$ cat config.mk
export PLATFORM = sky130hd
export DESIGN_NAME = id_ex_stage_reg
export DESIGN_NICKNAME = d
export VERILOG_FILES = /design/src/rtl/id_ex_stage_reg.sv
export SDC_FILE = /design/constraint.sdc
export NUM_CORES = 1
export LEC_CHECK = 0
export ABC_AREA = 1
export CAP_MARGIN = 20
export CORE_AREA = 2 2 144 146
export CTS_BUF_LIST = sky130_fd_sc_hd__clkbuf_4 sky130_fd_sc_hd__clkbuf_8 sky130_fd_sc_hd__clkbuf_16
export DETAILED_ROUTE_END_ITERATION = 8
export DIE_AREA = 0 0 146 148
export MAX_ROUTING_LAYER = met4
export PLACE_DENSITY_LB_ADDON = 0.12
export SLEW_MARGIN = 20
export SYNTH_ARGS = -nofsm -noshare
export SYNTH_HDL_FRONTEND = slang
export SYNTH_SLANG_ARGS = --single-unit
$ cat constraint.sdc
create_clock -name CLK -period 1.9 [get_ports CLK]
set_input_delay 0.19 -clock CLK [delete_from_list [all_inputs] [get_ports CLK]]
set_output_delay 0.19 -clock CLK [all_outputs]
set_load 0.01 [all_outputs]
$ cat src/rtl/id_ex_stage_reg.sv
// id_ex_stage_reg: ID/EX pipeline register with load-use hazard detection and bubble insertion.
// Optional bubble counter enabled by defining ID_EX_BUBBLE_COUNT_EN.
module id_ex_stage_reg #(
  parameter int XLEN = 32,
  parameter int RA_W = 5
) (
  input  logic            CLK,
  input  logic            RSTn,
  input  logic            ID_valid,
  input  logic [6:0]      ID_OPcode,
  input  logic [2:0]      ID_ALUOp,
  input  logic            ID_ALUSrcA,
  input  logic [1:0]      ID_ALUSrcB,
  input  logic            ID_RegWrite,
  input  logic [3:0]      ID_D_MEM_BE,
  input  logic            ID_MemWrite,
  input  logic            ID_MemtoReg,
  input  logic            ID_JALR_mul,
  input  logic            ID_inc_NUM_INST,
  input  logic [XLEN-1:0] ID_PC,
  input  logic [XLEN-1:0] ID_rs1_data,
  input  logic [XLEN-1:0] ID_rs2_data,
  input  logic [XLEN-1:0] ID_imm,
  input  logic [RA_W-1:0] ID_rs1,
  input  logic [RA_W-1:0] ID_rs2,
  input  logic [RA_W-1:0] ID_rd,
  input  logic [2:0]      ID_funct3,
  input  logic            ID_funct7b5,
  input  logic            flush,
  output logic            load_use_stall,
  output logic            EX_valid,
  output logic [2:0]      EX_ALUOp,
  output logic            EX_ALUSrcA,
  output logic [1:0]      EX_ALUSrcB,
  output logic            EX_RegWrite,
  output logic [3:0]      EX_D_MEM_BE,
  output logic            EX_MemWrite,
  output logic            EX_MemtoReg,
  output logic            EX_JALR_mul,
  output logic            EX_inc_NUM_INST,
  output logic [XLEN-1:0] EX_PC,
  output logic [XLEN-1:0] EX_rs1_data,
  output logic [XLEN-1:0] EX_rs2_data,
  output logic [XLEN-1:0] EX_imm,
  output logic [RA_W-1:0] EX_rs1,
  output logic [RA_W-1:0] EX_rs2,
  output logic [RA_W-1:0] EX_rd,
  output logic [2:0]      EX_funct3,
  output logic            EX_funct7b5,
  output logic [31:0]     bubble_count
);
  logic use_rs1, use_rs2, bubble;
  always_comb begin
    use_rs2 = (ID_OPcode == 7'b0110011) | (ID_OPcode == 7'b1100011) | (ID_OPcode == 7'b0100011);
    use_rs1 = use_rs2 | (ID_OPcode == 7'b0010011) | (ID_OPcode == 7'b0000011) | (ID_OPcode == 7'b1100111);
  end
  assign load_use_stall = ID_valid & ~flush & EX_valid & EX_MemtoReg & (EX_rd != '0) &
                          ((use_rs1 & (ID_rs1 == EX_rd)) | (use_rs2 & (ID_rs2 == EX_rd)));
  assign bubble = flush | load_use_stall | ~ID_valid;
  // Control fields are squashed on a bubble so the EX instruction has no side effects.
  always_ff @(posedge CLK or negedge RSTn) begin
    if (!RSTn) begin
      EX_valid        <= 1'b0;
      EX_ALUOp        <= '0;
      EX_RegWrite     <= 1'b0;
      EX_D_MEM_BE     <= '0;
      EX_MemWrite     <= 1'b1;
      EX_MemtoReg     <= 1'b0;
      EX_JALR_mul     <= 1'b0;
      EX_inc_NUM_INST <= 1'b0;
    end else begin
      EX_valid        <= ~bubble;
      EX_ALUOp        <= bubble ? 3'b000 : ID_ALUOp;
      EX_RegWrite     <= bubble ? 1'b0 : ID_RegWrite;
      EX_D_MEM_BE     <= bubble ? 4'b0000 : ID_D_MEM_BE;
      EX_MemWrite     <= bubble ? 1'b1 : ID_MemWrite;
      EX_MemtoReg     <= bubble ? 1'b0 : ID_MemtoReg;
      EX_JALR_mul     <= bubble ? 1'b0 : ID_JALR_mul;
      EX_inc_NUM_INST <= bubble ? 1'b0 : ID_inc_NUM_INST;
    end
  end
  // Data fields simply hold across bubbles.
  always_ff @(posedge CLK or negedge RSTn) begin
    if (!RSTn) begin
      EX_ALUSrcA  <= 1'b0;
      EX_ALUSrcB  <= '0;
      EX_PC       <= '0;
      EX_rs1_data <= '0;
      EX_rs2_data <= '0;
      EX_imm      <= '0;
      EX_rs1      <= '0;
      EX_rs2      <= '0;
      EX_rd       <= '0;
      EX_funct3   <= '0;
      EX_funct7b5 <= 1'b0;
    end else if (!bubble) begin
      EX_ALUSrcA  <= ID_ALUSrcA;
      EX_ALUSrcB  <= ID_ALUSrcB;
      EX_PC       <= ID_PC;
      EX_rs1_data <= ID_rs1_data;
      EX_rs2_data <= ID_rs2_data;
      EX_imm      <= ID_imm;
      EX_rs1      <= ID_rs1;
      EX_rs2      <= ID_rs2;
      EX_rd       <= ID_rd;
      EX_funct3   <= ID_funct3;
      EX_funct7b5 <= ID_funct7b5;
    end
  end
`ifdef ID_EX_BUBBLE_COUNT_EN
  always_ff @(posedge CLK or negedge RSTn) begin
    if (!RSTn) bubble_count <= '0;
    else if (bubble) bubble_count <= bubble_count + 32'd1;
  end
`else
  assign bubble_count = '0;
`endif
endmodule

# Yosys cells after proc, flatten, opt, wreduce, memory -nomap -nowiden
# Index checks and enable logic that the tools add are counted.
[op_classes] magnitude_cmp=0 shifts=0 eq_ne=8 add_sub_neg=0 n_div=0 reduce_logical=1 bitwise=18 multipliers=0 n_mux=7
[ops] op="== test 7 x 6 -> 1 bit, second input constant" count=2
[ops] op="== test 7 bit, second input constant" count=2
[ops] op="== test 5 bit" count=2
[ops] op="OR 1 bit" count=8
[ops] op="bitwise AND 1 bit" count=7
[ops] op="== test 7 x 2 -> 1 bit, second input constant" count=1
[ops] op="== test 7 x 5 -> 1 bit, second input constant" count=1
[ops] op="2-to-1 mux 1 bit" count=5
[ops] op="nonzero test 5 bit" count=1
[ops] op="2-to-1 mux 4 bit" count=1
[ops] op="2-to-1 mux 3 bit" count=1
[ops] op="inverter 1 bit" count=3
[totals] latchBits=0 reg_bits=163 mem_count=0 rom_bits=0 word_cells=53 ram_bits=0 input_bits=173 output_inout_bits=196

# Depth between registers and ports, before layout
# Gate-level depths: netlist of the first run.
[depth] ltp_word=12 depth_mapped=14

# Worst setup path before layout of the first run
# No wires, ideal clock.
[synth_path] path_type="register -> register" from="register EX_rd[4]" to="register EX_ALUOp[0]" arrival_time_ps=1420 path_slack_ps=360 required_time_ps=1780 path_stages_with_launch=13 n_path_buf=2 path_cell_list="dfrtp_1 inv_1 nand2_1 nand2_1 nand2_1 nor2_1 nand2_1 nand2_1 nand2_2 nand2_2 buf_6 buf_2 nor2_1"
[synth_between] elab_chain_len=7 word_cells_on_any_way=11 cone_classes="eq/ne (2); mux (1); bitwise (7); reduce/logical (1)"
[synth_rtl] item="start: declaration" line="47" text="output logic [RA_W-1:0] EX_rd,"
[synth_rtl] item="start signal: assignment" line="105" text="EX_rd <= ID_rd;"
[synth_rtl] item="== test 5 bit" line="58" text="((use_rs1 & (ID_rs1 == EX_rd)) | (use_rs2 & (ID_rs2 == EX_rd)));"
[synth_rtl] item="bitwise AND 1 bit" line="58"
[synth_rtl] item="OR 1 bit" line="58"
[synth_rtl] item="bitwise AND 1 bit *" line="57" text="assign load_use_stall = ID_valid & ~flush & EX_valid & EX_MemtoReg & (EX_rd != '0) &"
[synth_rtl] item="OR 1 bit * (2 in a row)" line="59" text="assign bubble = flush | load_use_stall | ~ID_valid;"
[synth_rtl] item="2-to-1 mux 3 bit *" line="73" text="EX_ALUOp <= bubble ? 3'b000 : ID_ALUOp;"
[synth_rtl] item="end signal: assignment" line="73"
[synth_rtl] item="end: declaration" line="32" text="output logic [2:0] EX_ALUOp,"
# Mark *: on every way between the ends. The rest lies on a longest branch, timed or not.
# A chain may end at the register's enable or synchronous reset.

# Worst setup path in the final report of the first run
[layout_path] from="register EX_rd[4]" to="output EX_rd[4]"
# No word-level cell between the ends.

==> results_dict.tcl, run 1 <==
set metrics [dict create \
    crit_chain "buf_4 -> buf_4 -> clkdlybuf4s50_1" \
    status "complete, no violations" \
    seqCellArea_um2 4080 \
    finalClockSkew_ns 0.0112 \
    worstReg2RegStart "EX_rd[4]$_DFFE_PN0N_" \
    powerDensity_nw_per_um2 866 \
    finalWirelength_mm 23.0 \
    ys.flop_type "dfrtp_1" \
    reg2reg_depth 13 \
    grt_max_degree 63 \
    p_leak_uw 0.00557 \
    setup_viol 0 \
    synth_area_um2 6850 \
    gp_congestion 0.787 \
    die_y_um 148 \
    hold_viol 0 \
    reg2reg_slack_ns 0.11 \
    r2r_end "EX_rs1_data[3]$_DFFE_PN0N_" \
    cts-buffers-inserted 17 \
    cap_violations 0 \
    grt_pass1_wl_mm 34.7 \
    nFillCells 1886 \
    path_delay_family "buffers and inverters" \
    finalNetCount 1308 \
    period_minus_slack_ns 1.80 \
    ys_seq_area_share_pct 59.6 \
    viasPerCell 4.43 \
    ys_ff_latch 163 \
    critPathMaxStageDelay_ns 0.54 \
    yosysMostFrequentCell "nand2_1" \
    yosysWarningCount 0 \
    cts_max_path_buffers 2 \
    place.port_buffers 336 \
    rsz0062_at_grt "true" \
    clk_pin_slew_worst_paths_ns 0.07 \
    avgSynthCellArea_um2 8.60 \
    cts_root_buf "clkbuf_16" \
    final_core_util_pct 56.2 \
    timing.final.ws_setup_ns 0.0981 \
    multiInputGateArea_um2 2300 \
    yosys.area.top_type_share_pct 59.2 \
    drt-initial-drc-count 348 \
    crit_arrival_ns 1.61 \
    die_w_um 146 \
    crit_path_start_kind "flip-flop" \
    synthTopCellsByArea "dfrtp_1 59%, nand2_1 18%, nand3_1 11%" \
    dieArea_um2 21600 \
    cp_max_fo 4 \
    cts_sinks 163 \
    synth_edf_count 0 \
    first_pass_iters 5 \
    grt_util_all_layers_pct 21.1 \
    min_path_type "in -> async" \
    fmax_ghz 0.555 \
    yosys.area.top_type "dfrtp_1" \
    postSynth.asyncResetShare_pct 100 \
    synth_common_cells "337 x nand2_1, 162 x dfrtp_1, 152 x nand3_1" \
    drv_slew 0 \
    synthCells 796 \
    synthToLayoutAreaGrowth_pct 64.6 \
    irDropWorstVdd_mv 0.558 \
    dp_hpwl_mm 15.7 \
    critical_path_class "reg -> out" \
    place_ws_ns -0.239 \
    num_rows 52 \
    crit_buf_inv 3 \
    end_kind "output port" \
    wl_per_cell_um 16.2 \
    synth_cell_types 19 \
    start_util_pct 34.2 \
    ant_nets 0 \
    globalRouteOverflowTotal 0 \
    required_ns 1.71 \
    antenna_found_initial 0 \
    antennaDiodeCount 0 \
    drc 0 \
    core_um2 20000 \
    htreeDepth 4 \
    crit_top_cell "buf_4" \
    vias 6288 \
    grt_pass1_vias 6283 \
    period_share_pct 94.8 \
    cts_tree "yes" \
    critical-path-slowest-cell "clkdlybuf4s50_1" \
    drive_gt1_share_pct 7.23 \
    clock_latency_ns 0.42 \
    io_pins 369 \
]
## worst max path at each step
stage	cells past startpoint	slack (ns)	startpoint	endpoint
after CTS	11	0.04	EX_rd[3]$_DFFE_PN0N_	load_use_stall
after global placement	10	-0.25	ID_rs2[3]	load_use_stall
after global routing	10	-0.05	EX_rd[4]$_DFFE_PN0N_	load_use_stall
after floorplan	12	0.36	EX_rd[4]$_DFFE_PN0N_	EX_ALUOp[0]$_DFF_PN0_
after detailed placement	10	-0.24	ID_OPcode[1]	load_use_stall
final	3	0.1	EX_rd[4]$_DFFE_PN0N_	EX_rd[4]
## cell usage in the layout (no fill, tap or decap), types with 5 or more instances in the layout
cell,Yosys,layout
conb_1,1,32
clkbuf_16,0,20
nand3_1,152,152
clkdlybuf4s50_1,0,334
buf_4,41,15
inv_2,2,5
nand2_1,337,333
inv_1,32,29
buf_6,1,7
inv_6,0,5
nor2_1,19,19
dfrtp_1,162,159
buf_12,0,5
## metal layers
| metal | part of all wire [%] | up-vias | GRT usage (%) | wire (µm) |
|---|---|---|---|---|
| met5 | 0 | - | - | 0 |
| met4 | 1.2 | 0 | 6.07 | 267 |
| met3 | 7.8 | 18 | 6.45 | 1790 |
| met2 | 48 | 232 | 33.9 | 11100 |
| met1 | 43 | 2931 | 25.9 | 9870 |
| li1 | - | 3107 | - | - |
## sequential cells by signal (all words and copies together), names as in the netlist
signal and count:
EX_PC 32, EX_imm 32, EX_rs1_data 32, EX_rs2_data 32, EX_rd 5, EX_rs1 5
EX_rs2 5, EX_D_MEM_BE 4, EX_ALUOp 3, EX_funct3 3, EX_ALUSrcB 2, EX_ALUSrcA 1
EX_JALR_mul 1, EX_MemWrite 1, EX_MemtoReg 1, EX_RegWrite 1, EX_funct7b5 1, EX_inc_NUM_INST 1
EX_valid 1
## power breakdown
group	internal (µW)	switching (µW)
Sequential	3880	238
Combinational	1290	964
Clock	1880	1510
## area by class of cell
type,instances,share of cell area (%)
sequential,163,36.2
tap,270,3.00
clock buffer,19,3.96
clock inverter,13,1.11
timing repair buffer,370,34.1
multi-input combinational,547,20.4
inverter,36,1.20
## cells by family after synthesis
kind of cell / share of synthesized area, %
compound gates: 0.0730
simple gates: 31.1
other cells: 0.0548
xor+xnor: 0.128
buf+inv: 9.08
flops: 59.6
## per-stage QoR
step / total power (µW) / setup TNS (ns) / cells / area [µm²] / hold slack (ns)
finish: 9760 / 0 / 1418 / 11300 / 0.216
detailed placement: 6400 / -26.31 / 1379 / 10500 / 0.0863
CTS: 9830 / 0 / 1412 / 11100 / 0.200
floorplan: 4930 / 0 / 827 / 6960 / -0.106
global route: 10200 / -1.40 / 1418 / 11300 / 0.228
global placement: 6380 / -25.75 / 1379 / 10500 / 0.0829
## repair_timing
item | CTS | global route
setup endpoints to repair | 1 | 148
pin swaps | 0 | 7
resized for setup | 5 | 22
endpoints found under the hold margin | 38 | 0
setup buffers | 0 | 2
hold buffers | 1 | 0
cloned | 0 | 4
(Power assumes the default switching activity.)
==> run 2: changes to the inputs <==
--- a/config.mk
+++ b/config.mk
@@ -6,11 +6,10 @@
 export NUM_CORES = 1
 export LEC_CHECK = 0
 export ABC_AREA = 1
-export CAP_MARGIN = 20
-export CORE_AREA = 2 2 144 146
+export CORE_ASPECT_RATIO = 0.8
+export CORE_UTILIZATION = 36
 export CTS_BUF_LIST = sky130_fd_sc_hd__clkbuf_4 sky130_fd_sc_hd__clkbuf_8 sky130_fd_sc_hd__clkbuf_16
 export DETAILED_ROUTE_END_ITERATION = 8
-export DIE_AREA = 0 0 146 148
 export MAX_ROUTING_LAYER = met4
 export PLACE_DENSITY_LB_ADDON = 0.12
 export SLEW_MARGIN = 20
==> constraint.sdc (replaced) <==
create_clock -name CLK -period 1.5 [get_ports CLK]
set_input_delay 0.15 -clock CLK [delete_from_list [all_inputs] [get_ports CLK]]
set_output_delay 0.15 -clock CLK [all_outputs]
set_load 0.01 [all_outputs]
==> run 2 against run 1 <==
Net effect:
- the flow now finishes with violations (negative setup slack)
- non-clock buffer count up 10
- clock power rose by 27%
- cell area is 3.6% higher
- clock-buffer cell count unchanged
- utilization up 7.2 points
- cell count decreased by 0.49%
- sequential share of layout area fell by 1.2 points
- highest routed layer unchanged
==> results_dict.tcl, run 2 (synthesized netlist as in run 1, its figures left out) <==
set metrics [dict create \
    status "finished with violations" \
    failed_checks "negative setup slack" \
    irDropWorstVdd_mv 0.738 \
    drc 0 \
    power_uw 12400 \
    crit_buf_inv 4 \
    crit_path_start_kind "flip-flop" \
    hold_slack_ns 0.187 \
    vias 6504 \
    finalWirelength_mm 23.7 \
    cts_max_path_buffers 2 \
    most-common-layout-cells "293 x nand2_1, 271 x clkdlybuf4s50_1, 158 x dfrtp_1" \
    drive_gt1_share_pct 12.1 \
    htreeDepth 4 \
    fmax_ghz 0.584 \
    swShare_pct 28.2 \
    clk_pin_slew_worst_paths_ns 0.07 \
    grt_max_degree 66 \
    final_common_cell "nand2_1" \
    switchingPower_uw 3500 \
    grt_pass1_wl_mm 33.9 \
    cp_max_fo 14 \
    dp_hpwl_mm 14.6 \
    path_delay_family "simple AND/OR/NAND/NOR gates" \
    critical_path_class "reg -> reg" \
    rsz0062_at_grt "true" \
    met2WireLength_mm 11.1 \
    die_w_um 156 \
    cts_root_buf "clkbuf_16" \
    cts-buffers-inserted 17 \
    place.port_buffers 336 \
    cts_sinks 163 \
    cts_tree "yes" \
    setup_tns_ns -25.89 \
    min_path_type "in -> async" \
    hold_viol 0 \
    antennaDiodeCount 0 \
    start_util_pct 37.2 \
    die_y_um 125 \
    combPwrFrac_pct 23.1 \
    first_pass_iters 4 \
    critical-path-slowest-cell "dfrtp_2" \
    drv_slew 0 \
    reg2reg_slack_ns -0.21 \
    end_kind "flip-flop" \
    pwr-share-seq_pct 42.2 \
    grt_pass1_vias 6239 \
    viasPerCell 4.61 \
    ant_nets 0 \
    crit_chain "inv_2 -> nand2_1 -> nand2_1 -> inv_1 -> nand2_1 -> nor2_1 -> nand2_1 -> nand2_2 -> nand2_4 -> buf_6 -> nand2_8 -> clkbuf_16 -> nand2_1 -> nand2_1" \
    powerDensity_nw_per_um2 1060 \
    antenna_found_initial 0 \
    clkPwrFrac_pct 34.6 \
    crit_top_cell "nand2_1" \
    multiInputGateArea_um2 2490 \
    period_minus_slack_ns 1.71 \
    seqCellArea_um2 4090 \
    clock_latency_ns 0.43 \
    period_share_pct 114 \
    finalClockSkew_ns 0.0137 \
    drt-initial-drc-count 408 \
    routed.top_layer "met4" \
    cap_violations 0 \
    critPathMaxStageDelay_ns 0.44 \
    nFillCells 1627 \
    core_um2 18400 \
    synthToLayoutAreaGrowth_pct 70.5 \
    worstReg2RegStart "EX_rd[3]$_DFFE_PN0N_" \
    setup_viol 164 \
    crit_arrival_ns 2.02 \
    wl_met3_mm 2.02 \
    dieArea_um2 19600 \
    globalRouteOverflowTotal 0 \
    reg2reg_depth 14 \
    gp_congestion 0.837 \
    wl_per_cell_um 16.8 \
    timing.final.ws_setup_ns -0.212 \
    grt_util_all_layers_pct 23.3 \
    p_int_uw 8910 \
    r2r_end "EX_imm[14]$_DFFE_PN0N_" \
    finalNetCount 1319 \
    wl_met1_mm 10.2 \
    io_pins 369 \
    p_leak_uw 0.00614 \
    required_ns 1.81 \
    num_rows 44 \
]
-- run 2: cell count changes in the layout (fill, tap and decap cells not counted), sizes merged --
cell	before	now
buf	32	37
clkbuf	22	27
clkdlybuf4s50	334	271
clkinv	7	3
clkinvlp	2	5
dlygate4sd2	0	35
dlymetal6s2s	0	28
nand2	339	340
-- run 2: repair_timing --
| item | CTS | global route |
|---|---|---|
| pin swaps | 2 | 5 |
| buffers inserted | 3 | 2 |
| gates resized for setup | 59 | 94 |
| hold buffers | 1 | 0 |
| hold endpoints to repair | 113 | 0 |
| cloned | 3 | 12 |
| setup endpoints to repair | 232 | 272 |
-- run 2: power by group through the flow --
stage                     combinational [µW]  sequential [µW]  clock, µW
after floorplan                          726             5530          0
after global placement                  2800             5270          0
after detailed placement                2820             5280          0
after CTS                               2810             5210       4390
after global routing                    3120             5300       4590
final                                   2870             5240       4300
-- run 2: how the worst max path moves through the flow --
stage	cells after the start	start	slack, ns	end
6_report	14	EX_rd[3]$_DFFE_PN0N_	-0.21	EX_imm[14]$_DFFE_PN0N_
5_1_grt	11	EX_rd[2]$_DFFE_PN0N_	-0.34	EX_rs2[2]$_DFFE_PN0N_
4_1_cts	11	EX_rd[0]$_DFFE_PN0N_	-0.22	load_use_stall
3_5_place_dp	10	ID_rs2[3]	-0.51	load_use_stall
3_3_place_gp	12	ID_rs2[1]	-0.51	load_use_stall
2_1_floorplan	14	EX_rd[0]$_DFFE_PN0N_	-0.006	EX_imm[26]$_DFFE_PN0N_
-- run 2: layer usage --
metal	vias up	global-route usage, %
met2	251	35.7
met4	0	7.55
met1	3090	28.8
li1	3134	-
met5	-	-
met3	29	7.73
-- run 2: metrics by stage --
| step | utilization (%) | std cells | setup WS [ns] | instance area (µm²) |
|---|---|---|---|---|
| CTS | 61.0 | 1400 | -0.225 | 11200 |
| global route | 63.5 | 1411 | -0.344 | 11700 |
| global placement | 57.1 | 1362 | -0.510 | 10500 |
| detailed placement | 57.1 | 1362 | -0.505 | 10500 |
| finish | 63.5 | 1411 | -0.212 | 11700 |
| floorplan | - | 827 | -0.00604 | 6980 |
-- run 2: worst reg2reg max path: stages (launching register included) --
cell and delay (ns):
dfrtp_2 0.44, inv_2 0.09, nand2_1 0.05, nand2_1 0.06, inv_1 0.03, nand2_1 0.04
nor2_1 0.04, nand2_1 0.07, nand2_2 0.07, nand2_4 0.08, buf_6 0.13, nand2_8 0.13
clkbuf_16 0.23, nand2_1 0.08, nand2_1 0.06
-- run 2: layout make-up --
class	count	area share [%]
inverters	36	1.17
repair buffers	380	34.9
multi-input cells	548	21.3
clock inverters	12	1.05
well taps	253	2.71
flip-flops and latches	163	35.0
clock buffers	19	3.88
